File: src/rtl/fetch_pc_gen_pkg.sv
// Shared types and widths for the fetch PC generator: lane count, address width, FSM states.
package fetch_pc_gen_pkg;

  localparam int N      = 4;
  localparam int ADDR_W = 32;
  localparam int IDX_W  = (N > 1) ? $clog2(N) : 1;

  typedef enum logic [1:0] {
    FETCH  = 2'd0,
    BUBBLE = 2'd1,
    HALTED = 2'd2
  } fetch_state_t;

  // Redirect targets are forced to word alignment; BTB targets are not.
  function automatic logic [ADDR_W-1:0] align_pc(input logic [ADDR_W-1:0] pc);
    return pc & ~ADDR_W'(3);
  endfunction

endpackage

File: src/rtl/fetch_pc_gen_first_hit_sel.sv
// Lowest-set-bit priority encoder over the per-lane BTB hit vector.
module fetch_pc_gen_first_hit_sel
  import fetch_pc_gen_pkg::*;
(
  input  logic [N-1:0]     hit,
  output logic             any,
  output logic [IDX_W-1:0] idx,
  output logic [N-1:0]     onehot
);

  always_comb begin
    any    = 1'b0;
    idx    = '0;
    onehot = '0;
    // Scan from the top so the lowest hit lane is written last and wins.
    for (int i = N - 1; i >= 0; i--) begin
      if (hit[i]) begin
        any    = 1'b1;
        idx    = IDX_W'(i);
        onehot = N'(1) << i;
      end
    end
  end

endmodule

File: src/rtl/fetch_pc_gen.sv
// Fetch PC generator: presents an N-lane bundle, truncates at the first BTB hit,
// and steers the next fetch PC from BTB, sequential increment, or redirect.
//
// state  | meaning
// FETCH  | bundle presented; advances when fetch_ready
// BUBBLE | one dead cycle after a redirect reload
// HALTED | no fetch until the next redirect
module fetch_pc_gen
  import fetch_pc_gen_pkg::*;
#(
  parameter logic [ADDR_W-1:0] RESET_PC = 32'h0000_0000
) (
  input  logic                     clock,
  input  logic                     reset,
  output logic [N-1:0][ADDR_W-1:0] btb_PCs,
  input  logic [N-1:0][ADDR_W-1:0] btb_target_PCs,
  input  logic [N-1:0]             btb_hit,
  output logic [N-1:0][ADDR_W-1:0] fetch_PCs,
  output logic [N-1:0]             fetch_valid,
  output logic [N-1:0]             fetch_pred_taken,
  output logic [ADDR_W-1:0]        fetch_pred_target,
  input  logic                     fetch_ready,
  input  logic                     redirect_valid,
  input  logic [ADDR_W-1:0]        redirect_PC,
  input  logic                     halt
);

  fetch_state_t      state, state_next;
  logic [ADDR_W-1:0] fetch_pc, fetch_pc_next;

  logic              hit_any;
  logic [IDX_W-1:0]  hit_idx;
  logic [N-1:0]      hit_onehot;
  logic [ADDR_W-1:0] hit_target;
  logic              in_fetch;

  fetch_pc_gen_first_hit_sel u_first_hit_sel (
    .hit    (btb_hit),
    .any    (hit_any),
    .idx    (hit_idx),
    .onehot (hit_onehot)
  );

  assign hit_target = btb_target_PCs[hit_idx];
  assign in_fetch   = (state == FETCH);

  always_comb begin
    btb_PCs           = '0;
    fetch_PCs         = '0;
    fetch_valid       = '0;
    fetch_pred_taken  = '0;
    fetch_pred_target = '0;
    for (int i = 0; i < N; i++) begin
      btb_PCs[i]     = fetch_pc + ADDR_W'(4 * i);
      fetch_PCs[i]   = fetch_pc + ADDR_W'(4 * i);
      fetch_valid[i] = in_fetch && (!hit_any || (IDX_W'(i) <= hit_idx));
    end
    if (in_fetch && hit_any) begin
      fetch_pred_taken  = hit_onehot;
      fetch_pred_target = hit_target;
    end
  end

  always_comb begin
    state_next    = state;
    fetch_pc_next = fetch_pc;
    if (redirect_valid) begin
      state_next    = BUBBLE;
      fetch_pc_next = align_pc(redirect_PC);
    end else begin
      case (state)
        FETCH: begin
          if (fetch_ready) begin
            fetch_pc_next = hit_any ? hit_target : fetch_pc + ADDR_W'(4 * N);
          end
          if (halt) begin
            state_next = HALTED;
          end
        end
        BUBBLE:  state_next = FETCH;
        HALTED:  state_next = HALTED;
        default: state_next = FETCH;
      endcase
    end
  end

  always_ff @(posedge clock) begin
    if (reset) begin
      state    <= FETCH;
      fetch_pc <= RESET_PC;
    end else begin
      state    <= state_next;
      fetch_pc <= fetch_pc_next;
    end
  end

endmodule

File: config.mk
export PLATFORM = sky130hd
export DESIGN_NAME = fetch_pc_gen
export DESIGN_NICKNAME = d
export VERILOG_FILES = /design/src/rtl/fetch_pc_gen_pkg.sv /design/src/rtl/fetch_pc_gen_first_hit_sel.sv /design/src/rtl/fetch_pc_gen.sv
export SDC_FILE = /design/constraint.sdc
export NUM_CORES = 1
export LEC_CHECK = 0
export CAP_MARGIN = 20
export CORE_AREA = 2 2 178 180
export DETAILED_ROUTE_END_ITERATION = 7
export DIE_AREA = 0 0 180 182
export GPL_TIMING_DRIVEN = 0
export SKIP_LAST_GASP = 1
export SYNTH_ARGS = -nofsm -noshare
export SYNTH_HDL_FRONTEND = slang
export SYNTH_SLANG_ARGS = --single-unit
File: constraint.sdc
create_clock -name clock -period 4.7 [get_ports clock]
set_input_delay 0.94 -clock clock [delete_from_list [all_inputs] [get_ports clock]]
set_output_delay 0.94 -clock clock [all_outputs]
set_load 0.02 [all_outputs]
### Word level (Yosys, flattened, before mapping)

Index checks and enable logic that the tools add are counted.

| operators by class | value |
|---|---|
| equal/unequal tests | 3 |
| add/subtract/negate cells | 4 |
| reduce and logical (&&, ||, !) cells | 16 |
| mux-type cells | 23 |
| order comparisons | 5 |

Operators by type and width:

| cell | number |
|---|---|
| $mux W32 | 6 |
| $add A32 B4 Y32 const B | 2 |
| $bmux W32 S2 | 1 |
| $add A32 B3 Y32 const B | 1 |
| $add A32 B5 Y32 const B | 1 |
| $mux W4 | 5 |
| $mux W2 | 5 |
| $logic_and A1 B1 Y1 | 5 |
| $mux W1 | 5 |
| $le A1 B2 Y1 const A | 2 |
| $le A2 B2 Y1 const A | 2 |
| $logic_or A1 B1 Y1 | 4 |
| $pmux W2 S2 | 1 |
| $reduce_and A2 Y1 | 2 |
| $reduce_bool A2 Y1 | 2 |
| $lt A2 B3 Y1 const B | 1 |
| $ne A3 B3 Y1 const B | 1 |
| $eq A2 B2 Y1 const B | 1 |
| $logic_not A2 Y1 | 1 |
| $ne A2 B2 Y1 const B | 1 |
| $reduce_or A2 Y1 | 1 |
| $logic_not A1 Y1 | 1 |

| word-level totals | value |
|---|---|
| bits of input ports | 169 |
| logic and storage cells | 55 |
| register bits | 34 |
| output and inout port bits | 296 |

### Depth between registers and ports, before layout

Gate-level depths: netlist of run 1.

| depth | value |
|---|---|
| word-level depth | 10 |
| mapped depth | 9 |
| depth with buffers taken out | 7 |

### By module

Synthesis of run 1 repeated with hierarchy kept, for this count alone.

| second synthesis, totals | value |
|---|---|
| cell total of the unflattened synthesis | 762 |
| area total of the unflattened synthesis | 5998.3 sq um |

Modules (own cells, without submodules):

| module | cells an instance | times used | area each (sq um) | sequential area each (sq um) |
|---|---|---|---|---|
| fetch_pc_gen | 751 | 1 | 5936.9 | 680.7 |
| fetch_pc_gen_first_hit_sel | 11 | 1 | 61.3 | 0.0 |

### Worst setup path after synthesis of run 1

No wires, ideal clock.

| path | value |
|---|---|
| path type | register to output |
| start | reg fetch_pc[4] |
| end | out fetch_PCs[86] in the netlist's numbering |
| cell stages (with the launch flop) | 10 |
| setup slack | 1.055 ns |
| arrival time | 2.705 ns |
| buffers on the path | 3 |
| required time | 3.760 ns |
| path through | dfxtp_1 ha_1 buf_4 nand4_4 or4b_4 buf_2 nor3_1 nand2_1 xnor2_1 buf_4 |

RTL lines:

| element | line | text |
|---|---|---|
| start: declaration | fetch_pc_gen.sv:29 | `logic [ADDR_W-1:0] fetch_pc, fetch_pc_next;` |
| start signal: assignment | fetch_pc_gen.sv:93 | `fetch_pc <= fetch_pc_next;` |
| end: declaration | fetch_pc_gen.sv:18 | `output logic [N-1:0][ADDR_W-1:0] fetch_PCs,` |

### Final worst setup path of run 1

| path | value |
|---|---|
| start | in btb_hit[3] |
| end | out fetch_pred_target[20] |

| between the ends | value |
|---|---|
| word-level cells in the longest chain between the ends | 7 |
| elaborated cells on any way between the ends | 12 |
| classes of those cells | mux (11); reduce/logical (1) |

Ends and longest elaborated chain:

| element | line | text |
|---|---|---|
| start: declaration | fetch_pc_gen.sv:17 | `input logic [N-1:0] btb_hit,` |
| $mux W2 (4 in a row) | fetch_pc_gen_first_hit_sel.sv:17 | `if (hit[i]) begin` |
| $bmux W32 S2 | fetch_pc_gen.sv:44 | `assign hit_target = btb_target_PCs[hit_idx];` |
| $mux W32 (not written as such) | fetch_pc_gen.sv:44 |  |
| $mux W32 (*) | fetch_pc_gen.sv:58 | `if (in_fetch && hit_any) begin` |
| end: declaration | fetch_pc_gen.sv:21 | `output logic [ADDR_W-1:0] fetch_pred_target,` |

Every way passes the cells marked *; elsewhere a longest branch is shown, timed or not. The select of a mux whose other input is x is not followed.

==> flow_results.xml, run 1 <==
<?xml version="1.0" encoding="UTF-8"?>
<metrics>
  <group name="floorplan">
    <metric name="io_pins" unit="">465</metric>
    <metric name="initial_utilization" unit="%">19.1</metric>
    <metric name="fp.dieW" unit="µm">180</metric>
    <metric name="floorplan.rows" unit="">65</metric>
    <metric name="die_area" unit="mm²">0.0328</metric>
    <metric name="floorplan.die.height" unit="µm">182</metric>
    <metric name="core_area" unit="mm²">0.0310</metric>
  </group>
  <group name="timing">
    <metric name="fin_hold_ws" unit="ns">0.593</metric>
    <metric name="grt_setup_unrepaired" unit="">no</metric>
    <metric name="post-route-worst-setup-slack" unit="ns">0.0498</metric>
    <metric name="min_period_over_period" unit="%">98.9</metric>
    <metric name="skew" unit="ns">0.00359</metric>
    <metric name="fin_crit" unit="ns">4.65</metric>
    <metric name="worstMarginPinSlew" unit="ns">1.11</metric>
    <metric name="report.final.hold_viol_count" unit="">0</metric>
    <metric name="timing.slew.headroom" unit="%">25.1</metric>
    <metric name="final-setup-viol-count" unit="">0</metric>
    <metric name="max_slew_vio_count" unit="">0</metric>
    <metric name="max_freq" unit="MHz">215</metric>
  </group>
  <group name="pwr">
    <metric name="power.ir.vdd_worst" unit="mV">0.132</metric>
    <metric name="p_total" unit="µW">2030</metric>
    <metric name="power.leakage" unit="µW">0.00438</metric>
    <metric name="cell_pwr_density" unit="mW/mm²">180</metric>
  </group>
  <group name="detailed_routing">
    <metric name="drtIter0Drc" unit="">452</metric>
    <metric name="drt-wirelength-per-cell" unit="µm">21.9</metric>
    <metric name="routed-via-count" unit="">7914</metric>
    <metric name="postRouteAntennaNets" unit="">0</metric>
    <metric name="drc_violations_left" unit="">0</metric>
    <metric name="route.detailed.vias_per_inst" unit="">4.63</metric>
    <metric name="first_pass_iters" unit="">4</metric>
    <metric name="detail_route.wirelength" unit="µm">37500</metric>
  </group>
  <group name="cells_and_area">
    <metric name="final_core_utilization" unit="%">36.4</metric>
    <metric name="layoutNonFillerInstCount" unit="">1711</metric>
    <metric name="nets" unit="">1478</metric>
    <metric name="drive_gt1_share" unit="%">16.9</metric>
    <metric name="layout.cells.most_common" unit="">sky130_fd_sc_hd__clkdlybuf4s50_1</metric>
    <metric name="flow.area_growth_from_synthesis" unit="%">90.7</metric>
    <metric name="final_cell_mix" unit="">sky130_fd_sc_hd__clkdlybuf4s50_1 (459), sky130_fd_sc_hd__buf_4 (148), sky130_fd_sc_hd__nand2_1 (117), sky130_fd_sc_hd__xnor2_1 (60), sky130_fd_sc_hd__nor2_1 (53)</metric>
    <metric name="filler_cell_count" unit="">3305</metric>
  </group>
  <group name="clock_tree">
    <metric name="cts_tree" unit="">built</metric>
    <metric name="cts_buffers" unit="">5</metric>
    <metric name="clockBufferDepth" unit="">2</metric>
    <metric name="tritoncts_num_sinks" unit="">34</metric>
    <metric name="holdBufCountCts" unit="">0</metric>
    <metric name="worst_setup_hold_path_clk_slew" unit="ns">0.06</metric>
    <metric name="clock_tree.htree_level_count" unit="">2</metric>
    <metric name="clock_latency" unit="ns">0.28</metric>
    <metric name="cts.root.buffer_cell" unit="">sky130_fd_sc_hd__clkbuf_16</metric>
  </group>
  <group name="flow_run">
    <metric name="drv.max_cap_violation_count" unit="">0</metric>
  </group>
  <group name="placed_design">
    <metric name="number_of_port_buffers" unit="">459</metric>
    <metric name="dp_hpwl" unit="µm">32100</metric>
    <metric name="place.detailed.instances" unit="">1696</metric>
    <metric name="dp_worst_setup_slack" unit="ns">-0.338</metric>
    <metric name="gp_congestion" unit="">0.903</metric>
  </group>
  <group name="worst_setup_path">
    <metric name="r2r_setup_slack" unit="ns">1.97</metric>
    <metric name="critical_path_class" unit="">input pin to output port</metric>
    <metric name="depth_of_the_most_critical_reg_to_reg_path" unit="">6</metric>
    <metric name="critical_path_required_time" unit="ns">3.76</metric>
    <metric name="cp_max_fo" unit="">10</metric>
    <metric name="critPathArrivalTime" unit="ns">3.71</metric>
    <metric name="setup.worst_path.start_class" unit="">input pin</metric>
    <metric name="setup.worst_path.end_class" unit="">output port</metric>
  </group>
  <group name="logic_synthesis">
    <metric name="async_reset_ff_share" unit="%">0</metric>
    <metric name="synth_edf_count" unit="">0</metric>
    <metric name="synth-warning-count" unit="">0</metric>
    <metric name="netlist.top_cell.by_area" unit="">sky130_fd_sc_hd__buf_4</metric>
    <metric name="synthTopCellsByArea" unit="">sky130_fd_sc_hd__buf_4 (18%), sky130_fd_sc_hd__dfxtp_1 (12%), sky130_fd_sc_hd__xnor2_1 (9.2%), sky130_fd_sc_hd__nand2_1 (7.5%), sky130_fd_sc_hd__mux4_2 (5.3%)</metric>
    <metric name="share_of_the_yosys_chip_area_belonging_to_registers" unit="%">11.5</metric>
    <metric name="synth_area_per_cell" unit="µm²">7.10</metric>
    <metric name="synth.cell_area" unit="mm²">0.00591</metric>
    <metric name="yosys_most_used_dff" unit="">sky130_fd_sc_hd__dfxtp_1</metric>
    <metric name="yosys.cell_types.count" unit="">65</metric>
    <metric name="synth.top_cell.area_share" unit="%">18.0</metric>
    <metric name="mappedNetlistNets" unit="">1006</metric>
    <metric name="postSynthRegisterBits" unit="">34</metric>
    <metric name="synthesis.instances" unit="">832</metric>
  </group>
  <group name="global_routing">
    <metric name="wire_length_of_the_first_global_routing_pass" unit="µm">52500</metric>
    <metric name="grt_overflow" unit="">0</metric>
    <metric name="grt_use_total" unit="%">21.5</metric>
    <metric name="grt_pass1_vias" unit="">7871</metric>
    <metric name="grt_antenna_before_repair" unit="">5</metric>
    <metric name="maximum_number_of_pins_on_one_net_before_global_route_repair" unit="">13</metric>
  </group>
  <group name="hold_path">
    <metric name="worst_hold_path.num_cells" unit="">2</metric>
    <metric name="hold_path.class" unit="">register to register</metric>
  </group>
  <group name="run_status">
    <metric name="outcome" unit="">finished clean</metric>
  </group>
</metrics>
per-stage QoR:
step / TNS [ns] / area (µm²)
after floorplan: 0 / 5910
after global placement: -13.32 / 11000
after detailed placement: -3.68 / 11000
after CTS: 0 / 11200
after global routing: 0 / 11300
final: 0 / 11300
critical path, stage by stage:
cell and delay, ns:
sky130_fd_sc_hd__clkdlybuf4s50_1 0.58, sky130_fd_sc_hd__nand2b_1 0.27, sky130_fd_sc_hd__clkbuf_1 0.42, sky130_fd_sc_hd__o221ai_1 0.20
sky130_fd_sc_hd__a2bb2oi_1 0.48, sky130_fd_sc_hd__and2_1 0.21, sky130_fd_sc_hd__clkdlybuf4s50_1 0.61
power breakdown:
group / internal (µW) / total, µW / switching, µW
clock: 210 / 342 / 132
sequential: 309 / 340 / 30.9
combinational: 677 / 1350 / 671
path summary, 6_finish.rpt:
check | start | to
setup / recovery | btb_hit[3] | fetch_pred_target[20]
hold reg to reg | state[1] | state[1]
hold / removal | state[1] | state[1]
setup reg to reg | fetch_pc[15] | fetch_pc[23]
per-layer routing:
metal	global-route usage [%]	vias to the layer above	part of all wire (%)
met1	24.6	3758	39
met3	4.21	36	6.9
li1	-	3723	-
met4	5.69	2	2.1
met5	0	-	0.032
met2	40.6	395	51
synth_stat cells, drive strengths merged, types with 17 or more instances:
master / n
xor2: 30
clkbuf: 32
nand3: 35
a21oi: 23
a31oi: 17
dfxtp: 34
xnor2: 62
buf: 174
nand4: 17
nand2: 118
o21ai: 23
nor3: 21
nor2: 54
and2: 19
logic make-up (layout without fill, tap and decap cells):
kind of cell	after synthesis	after routing	synth area share, %
simple gates	322	322	27.4
buf+inv	219	692	23.5
compound gates	139	139	16.3
xor+xnor	92	92	13.6
flops	34	34	11.5
mux	21	21	6.58
fa+ha+maj	5	5	1.06
other cells	0	4	0
area by class of cell:
class	instances	area, µm²	share of cell area (%)
Timing Repair Buffer	466	4650	41.2
Multi-Input combinational cell	579	3890	34.5
Buffer	205	1340	11.9
Sequential cell	34	682	6.05
Tap cell	402	503	4.46
Clock buffer	7	143	1.27
Inverter	13	48.8	0.433
Antenna cell	4	10.0	0.0888
Clock inverter	1	5.00	0.0444
flip-flops by register name (all words and copies together) (netlist names), named ones only:
register,count
state,2
fetch_pc,30
what timing repair did:
| action | in CTS | in global routing |
|---|---|---|
| gates cloned | 0 | 0 |
| gates resized for setup | 7 | 5 |
| endpoints found under the setup margin | 27 | 15 |
| buffers inserted | 4 | 0 |
| pin swaps | 1 | 0 |
Note: power is estimated with default switching activity, not from simulation.
==> run 2, diff against run 1 <==
HOLD_SLACK_MARGIN = 0.05   (was default)
==> results of run 2 <==
Same layout as run 1: the final DEF is identical, and so are final timing and power.
==> variant: new RTL, config.mk and constraints of run 1 <==
Change the package constant `N` from 4 to 8.
--- a/src/rtl/fetch_pc_gen_pkg.sv
+++ b/src/rtl/fetch_pc_gen_pkg.sv
@@ -2,5 +2,5 @@
 package fetch_pc_gen_pkg;
 
-  localparam int N      = 4;
+  localparam int N      = 8;
   localparam int ADDR_W = 32;
   localparam int IDX_W  = (N > 1) ? $clog2(N) : 1;
Ports: changed (6 resized); port bits go from 465 to 861. No check against the original RTL was run, so the function may have changed too.
==> variant against run 1 <==
  * The run now fails in I/O pin placement
  * Synthesized area grew 66%
==> variant: results <==
set metrics [dict create \
    netlist_top_cells_count "buf_4 (286), nand2_1 (168), xnor2_1 (131)" \
    status "aborted with a tool error" \
    synth_warnings 0 \
    async_flop_share 0 \
    synth-seq-cells 34 \
    yosysSeqAreaShare 0.06949 \
    synthCells 1377 \
    synth.distinct_cells 66 \
    synth-main-ff-cell "dfxtp_1" \
    synth.area.top_cells "buf_4 (22%), xnor2_1 (12%), xor2_1 (7.0%)" \
    error "[ERROR PPL-0024] Number of IO pins (861) exceeds maximum number of available positions (648). Increase the die perimeter from 724.00um to 1170.96um." \
    syn-num-nets 1688 \
    stop_stage "I/O pin placement" \
    netlist_area_mm2 0.009796 \
]
==> variant: kinds of logic after synthesis <==
logic type      count (synthesis)  share of synthesized area
flops                          34                    0.06948
compound gates                170                     0.1266
simple gates                  472                     0.2244
buf+inv                       385                     0.2598
xor+xnor                      209                     0.1869
fa+ha+maj                      10                    0.01277
mux                            97                     0.1201
